## src/rtl/id_ex_stage.sv

```systemverilog
// ID/EX pipeline register with load-use hazard detection and bubble insertion.
// Optional stall-cycle counter enabled by defining STALL_CNT_EN.
module id_ex_stage #(
    parameter int DATA_W = 32,
    parameter int REG_AW = 5
) (
    input  logic              clk,
    input  logic              rst,
    input  logic              RegWrite,
    input  logic              RegDst,
    input  logic              Branch,
    input  logic              MemToReg,
    input  logic              Mem_Write,
    input  logic              Mem_Read,
    input  logic [1:0]        ALUop,
    input  logic [1:0]        ALUsrc,
    input  logic              id_valid,
    input  logic [DATA_W-1:0] id_pc,
    input  logic [DATA_W-1:0] id_rs_data,
    input  logic [DATA_W-1:0] id_rt_data,
    input  logic [DATA_W-1:0] id_imm,
    input  logic [REG_AW-1:0] id_rs,
    input  logic [REG_AW-1:0] id_rt,
    input  logic [REG_AW-1:0] id_rd,
    input  logic              flush,
    output logic              ex_RegWrite,
    output logic              ex_RegDst,
    output logic              ex_Branch,
    output logic              ex_MemToReg,
    output logic              ex_Mem_Write,
    output logic              ex_Mem_Read,
    output logic [1:0]        ex_ALUop,
    output logic [1:0]        ex_ALUsrc,
    output logic [DATA_W-1:0] ex_pc,
    output logic [DATA_W-1:0] ex_rs_data,
    output logic [DATA_W-1:0] ex_rt_data,
    output logic [DATA_W-1:0] ex_imm,
    output logic [REG_AW-1:0] ex_rs,
    output logic [REG_AW-1:0] ex_rt,
    output logic [REG_AW-1:0] ex_rd,
    output logic              ex_valid,
    output logic              stall,
    output logic [31:0]       stall_count
);

    logic              r_RegWrite, r_RegDst, r_Branch, r_MemToReg;
    logic              r_Mem_Write, r_Mem_Read, r_valid;
    logic [1:0]        r_ALUop, r_ALUsrc;
    logic [DATA_W-1:0] r_pc, r_rs_data, r_rt_data, r_imm;
    logic [REG_AW-1:0] r_rs, r_rt, r_rd;

    logic w_stall;
    logic w_bubble;

    // Load in EX whose destination is read by the instruction in ID; r0 never hazards.
    assign w_stall = r_valid & r_Mem_Read & (r_rt != '0) & id_valid &
                     ((r_rt == id_rs) | (r_rt == id_rt)) & ~flush;

    assign w_bubble = flush | w_stall | ~id_valid;

    always_ff @(posedge clk) begin
        if (rst || w_bubble) begin
            r_RegWrite  <= 1'b0;
            r_RegDst    <= 1'b0;
            r_Branch    <= 1'b0;
            r_MemToReg  <= 1'b0;
            r_Mem_Write <= 1'b0;
            r_Mem_Read  <= 1'b0;
            r_ALUop     <= 2'b00;
            r_ALUsrc    <= 2'b00;
            r_valid     <= 1'b0;
            r_pc        <= '0;
            r_rs_data   <= '0;
            r_rt_data   <= '0;
            r_imm       <= '0;
            r_rs        <= '0;
            r_rt        <= '0;
            r_rd        <= '0;
        end else begin
            r_RegWrite  <= RegWrite;
            r_RegDst    <= RegDst;
            r_Branch    <= Branch;
            r_MemToReg  <= MemToReg;
            r_Mem_Write <= Mem_Write;
            r_Mem_Read  <= Mem_Read;
            r_ALUop     <= ALUop;
            r_ALUsrc    <= ALUsrc;
            r_valid     <= 1'b1;
            r_pc        <= id_pc;
            r_rs_data   <= id_rs_data;
            r_rt_data   <= id_rt_data;
            r_imm       <= id_imm;
            r_rs        <= id_rs;
            r_rt        <= id_rt;
            r_rd        <= id_rd;
        end
    end

`ifdef STALL_CNT_EN
    logic [31:0] r_stall_count;

    always_ff @(posedge clk) begin
        if (rst) begin
            r_stall_count <= 32'd0;
        end else if (w_stall && (r_stall_count != 32'hFFFF_FFFF)) begin
            r_stall_count <= r_stall_count + 32'd1;
        end
    end

    assign stall_count = r_stall_count;
`else
    assign stall_count = 32'd0;
`endif

    assign ex_RegWrite  = r_RegWrite;
    assign ex_RegDst    = r_RegDst;
    assign ex_Branch    = r_Branch;
    assign ex_MemToReg  = r_MemToReg;
    assign ex_Mem_Write = r_Mem_Write;
    assign ex_Mem_Read  = r_Mem_Read;
    assign ex_ALUop     = r_ALUop;
    assign ex_ALUsrc    = r_ALUsrc;
    assign ex_pc        = r_pc;
    assign ex_rs_data   = r_rs_data;
    assign ex_rt_data   = r_rt_data;
    assign ex_imm       = r_imm;
    assign ex_rs        = r_rs;
    assign ex_rt        = r_rt;
    assign ex_rd        = r_rd;
    assign ex_valid     = r_valid;
    assign stall        = w_stall;

endmodule

```

## config.mk

```make
export PLATFORM = sky130hd
export DESIGN_NAME = id_ex_stage
export DESIGN_NICKNAME = d
export VERILOG_FILES = /design/src/rtl/id_ex_stage.sv
export SDC_FILE = /design/constraint.sdc
export NUM_CORES = 1
export LEC_CHECK = 0
export CORE_ASPECT_RATIO = 0.75
export CORE_MARGIN = 10
export CORE_UTILIZATION = 30
export DETAILED_ROUTE_END_ITERATION = 8
export GPL_TIMING_DRIVEN = 0
export PLACE_DENSITY_LB_ADDON = 0.1
export SETUP_SLACK_MARGIN = 0.1
export SLEW_MARGIN = 20
export SYNTH_ARGS = -nofsm -noshare
export SYNTH_HDL_FRONTEND = slang
export SYNTH_SLANG_ARGS = --single-unit
export TNS_END_PERCENT = 1
```

## constraint.sdc

```tcl
create_clock -name clk -period 4.83 [get_ports clk]
set_clock_uncertainty 0.2 [all_clocks]
set_input_delay 0.966 -clock clk [delete_from_list [all_inputs] [get_ports clk]]
set_output_delay 0.966 -clock clk [all_outputs]
set_load 0.1 [all_outputs]
```

==> results.md, run 1 <==
* Inst Count DP at 1,197
* Latest clock arrival within the worst-skew pair at 0.41 ns
* Clk pin slew, worst setup/hold paths at 0.07 ns
* Post-CTS Setup Bufs at 0
* Max Fclk at 232 MHz
* CP peak stage delay at 0.76 ns
* Total negative slack at 0 ns
* Net Sw Frac at 0.318
* Hold WC Path Type: reg -> reg
* Layout cells sized above 1 at 0.271
* Crit Path Class: in -> out
* Clock buffer depth at 2
* Status: completed
* Sequential Area at 3080 µm²
* Flops & latches, synth at 154
* CTS tree: built
* RSZ-0062 raised after global routing: no
* Met2 WL at 10.1 mm
* Post-DR wirelength/cell at 17.2 µm
* Dpl hpwl at 16.5 mm
* Clk pwr share at 0.396
* # IOs at 344
* Fill count at 1,981
* Leak pwr at 4.27 nW
* R2R depth at 5
* Metal3 WL at 1.55 mm
* Wl on met1 at 9.28 mm
* P_sw at 0.00108 W
* Starting Density at 0.304
* P&R area growth vs syn at 65.1%
* Yosys top cell by area: dfxtp_1
* Top delay family on crit path: buffers and inverters
* Avg Vias per Cell at 4.03
* Row cnt at 46
* Multi-input gate area at 2190 µm²
* Initial antenna violation count at 1
* Worst vdd ir at 0.174 mV
* Root Buffer Master: clkbuf_16
* DIE WIDTH at 189 µm
* Gate Count Post-Synth at 567
* Nets@finish at 1,085
* Reg-to-reg startpoint: ex_rt[2]
* Antenna Nets Post-Route at 0
* First-pass GRT wire length at 32.1 mm
* Part of the power in registers at 0.385
* Final non-filler cell total at 1,229
* Core area at 21,100 µm²
* Crit-path max FO at 10
* Worst Max-Slew Pin Slew at 1.05 ns
* Slowest stage cell, crit path: dlymetal6s2s_1
* Min-Delay Path Depth at 4
* Worst Setup SP: id_rt[4]
* H-tree levels at 4
* Minimum clock period at 4.31 ns
* Drc violations at 0
* Largest net degree at the start of global routing at 17
* Netlist cell types at 20
* Vias in the first global route at 5,149
* Die Footprint at 27,700 µm²
* Period utilization at 0.893
* Final WL at 21.1 mm
* Final Hold Vio Count at 0
* Num CTS Buffers at 17
* Worst Path Required at 3.66 ns
* Sequential share of the synthesized area at 0.480
* Power Dens Cells at 322 nW/µm²
* Die Span Y at 147 µm
* Diode count at 0
* Worst Path Buf+Inv at 3
* Top Metal Used: met5
* Final RePlAce weighted congestion at 0.778
* Critical Path Source Type: primary input
* Syn. warnings at 0
* Syn avg cell area at 11.3 µm²
* Max Cap Violations at 0
* Gr ovfl total at 0
* Initial DRC count at 174
* Critical Path Stages at 7
* Relative slew slack at 0.298
* Synth top area share at 0.480
* # setup viols final at 0
* Hold Slack at 0.661 ns
* Cell area after synthesis at 6420 µm²
* Worst setup EP type: primary output
* Area contributors post-synth: dfxtp_1 (48%), a211oi_2 (27%), inv_1 (8.4%)
* Pint at 0.00233 W
* Gr usage total at 0.149
* DRT Pass-1 Iters at 4
* # clock sinks at 154
* Comb pwr share at 0.219
* Final Max Slew Viols at 0
* Worst EP arrival at 3.15 ns
* Post-CTS Hold Buffers at 0
* Worst min-delay path startpoint: ex_Mem_Read
* I/O Buffers at 311
* Vias at 4,950
* Critical path cell sequence: clkdlybuf4s50_1, xnor2_1, nand3_1, o22ai_2, buf_6, and3b_1, dlymetal6s2s_1
## Yosys cell counts (all sizes together)
cell	instances
a211oi	143
nand2	3
dfxtp	154
nor3	1
nand3	13
and3b	1
conb	1
xnor2	10
o22ai	1
nor2	2
clkbuf	11
buf	72
inv	143
a21oi	12
## cells in the final DEF, fill, tap and decap left out, drive strengths merged
cell,count
clkbuf,29
clkinv,3
xnor2,10
a211oi,143
clkinvlp,4
nand3,13
buf,72
nor2,2
conb,32
dlymetal6s2s,1
a21oi,12
o22ai,1
nand2,3
inv,148
nor3,1
clkdlybuf4s50,310
bufinv,2
dfxtp,154
and3b,1
## final cells by class
type	count	share of cell area
sequential	154	0.291
tap	288	0.0340
clock buffer	18	0.0404
clock inverter	14	0.0154
buffer	83	0.0686
timing repair buffer	311	0.294
inverter	143	0.0506
multi-input combinational	218	0.207
## power groups by stage
stage	combinational, W	sequential, W	clock [W]
after CTS	0.000751	0.00131	0.00140
after global routing	0.000779	0.00132	0.00145
after floorplan	0.000273	0.00159	0
final	0.000747	0.00131	0.00135
after detailed placement	0.000749	0.00134	0
after global placement	0.000748	0.00134	0
## state kept, by name, summed over array words and instances (netlist names)
register	cells
ex_imm	32
ex_pc	32
ex_rs_data	32
ex_rt_data	32
ex_rd	5
ex_rs	5
ex_rt	5
ex_ALUop	2
ex_ALUsrc	2
ex_Branch	1
ex_MemToReg	1
ex_Mem_Read	1
ex_Mem_Write	1
ex_RegDst	1
ex_RegWrite	1
ex_valid	1
## what timing repair did
action                                  4_1_cts  5_1_grt
gates resized for setup                       0        1
endpoints found under the setup margin        0        1
endpoints found under the hold margin         0        0
## worst register-to-register path: stages, from the launching register on
cell and delay [ns]:
dfxtp_1 0.42, nor3_1 0.09, a21oi_1 0.17, buf_2 0.29, buf_2 0.34, a211oi_2 0.12
## routing by layer
metal  up-vias  GRT usage
met1      2244      0.180
met4         2     0.0408
met5         -          0
met2       181      0.241
li1       2509          -
met3        14     0.0594
## metrics by stage
step	setup WS, ns	util	total power (W)	cell area [µm²]
floorplan	1.11	-	0.00187	6540
global placement	0.114	0.474	0.00209	10000
detailed placement	0.117	0.474	0.00209	10000
CTS	0.102	0.502	0.00346	10600
global route	0.424	0.502	0.00355	10600
finish	0.516	0.502	0.00341	10600
## path summary, 6_finish.rpt
path / end / slack [ns]
setup / recovery: stall / 0.52
hold / removal: ex_rd[4] / 0.66
setup reg to reg: ex_Mem_Read / 3.05
hold reg to reg: ex_rd[4] / 0.66
## cell families after synthesis
kind of cell           after synthesis  share of synthesized area
other                                1                   0.000584
buffers and inverters              226                      0.197
AND/OR/NAND/NOR                     20                     0.0160
AO/OA/AOI/OAI                      156                      0.293
flip-flops                         154                      0.480
XOR/XNOR                            10                     0.0136
Power figures use the tool's default switching activity.
==> run 2, diff against run 1 <==
--- a/config.mk
+++ b/config.mk
@@ -12,7 +12,6 @@
 export GPL_TIMING_DRIVEN = 0
 export PLACE_DENSITY_LB_ADDON = 0.1
 export SETUP_SLACK_MARGIN = 0.1
-export SLEW_MARGIN = 20
 export SYNTH_ARGS = -nofsm -noshare
 export SYNTH_HDL_FRONTEND = slang
 export SYNTH_SLANG_ARGS = --single-unit
==> results of run 2 <==
Final layout, timing and power as in run 1 (identical DEF).
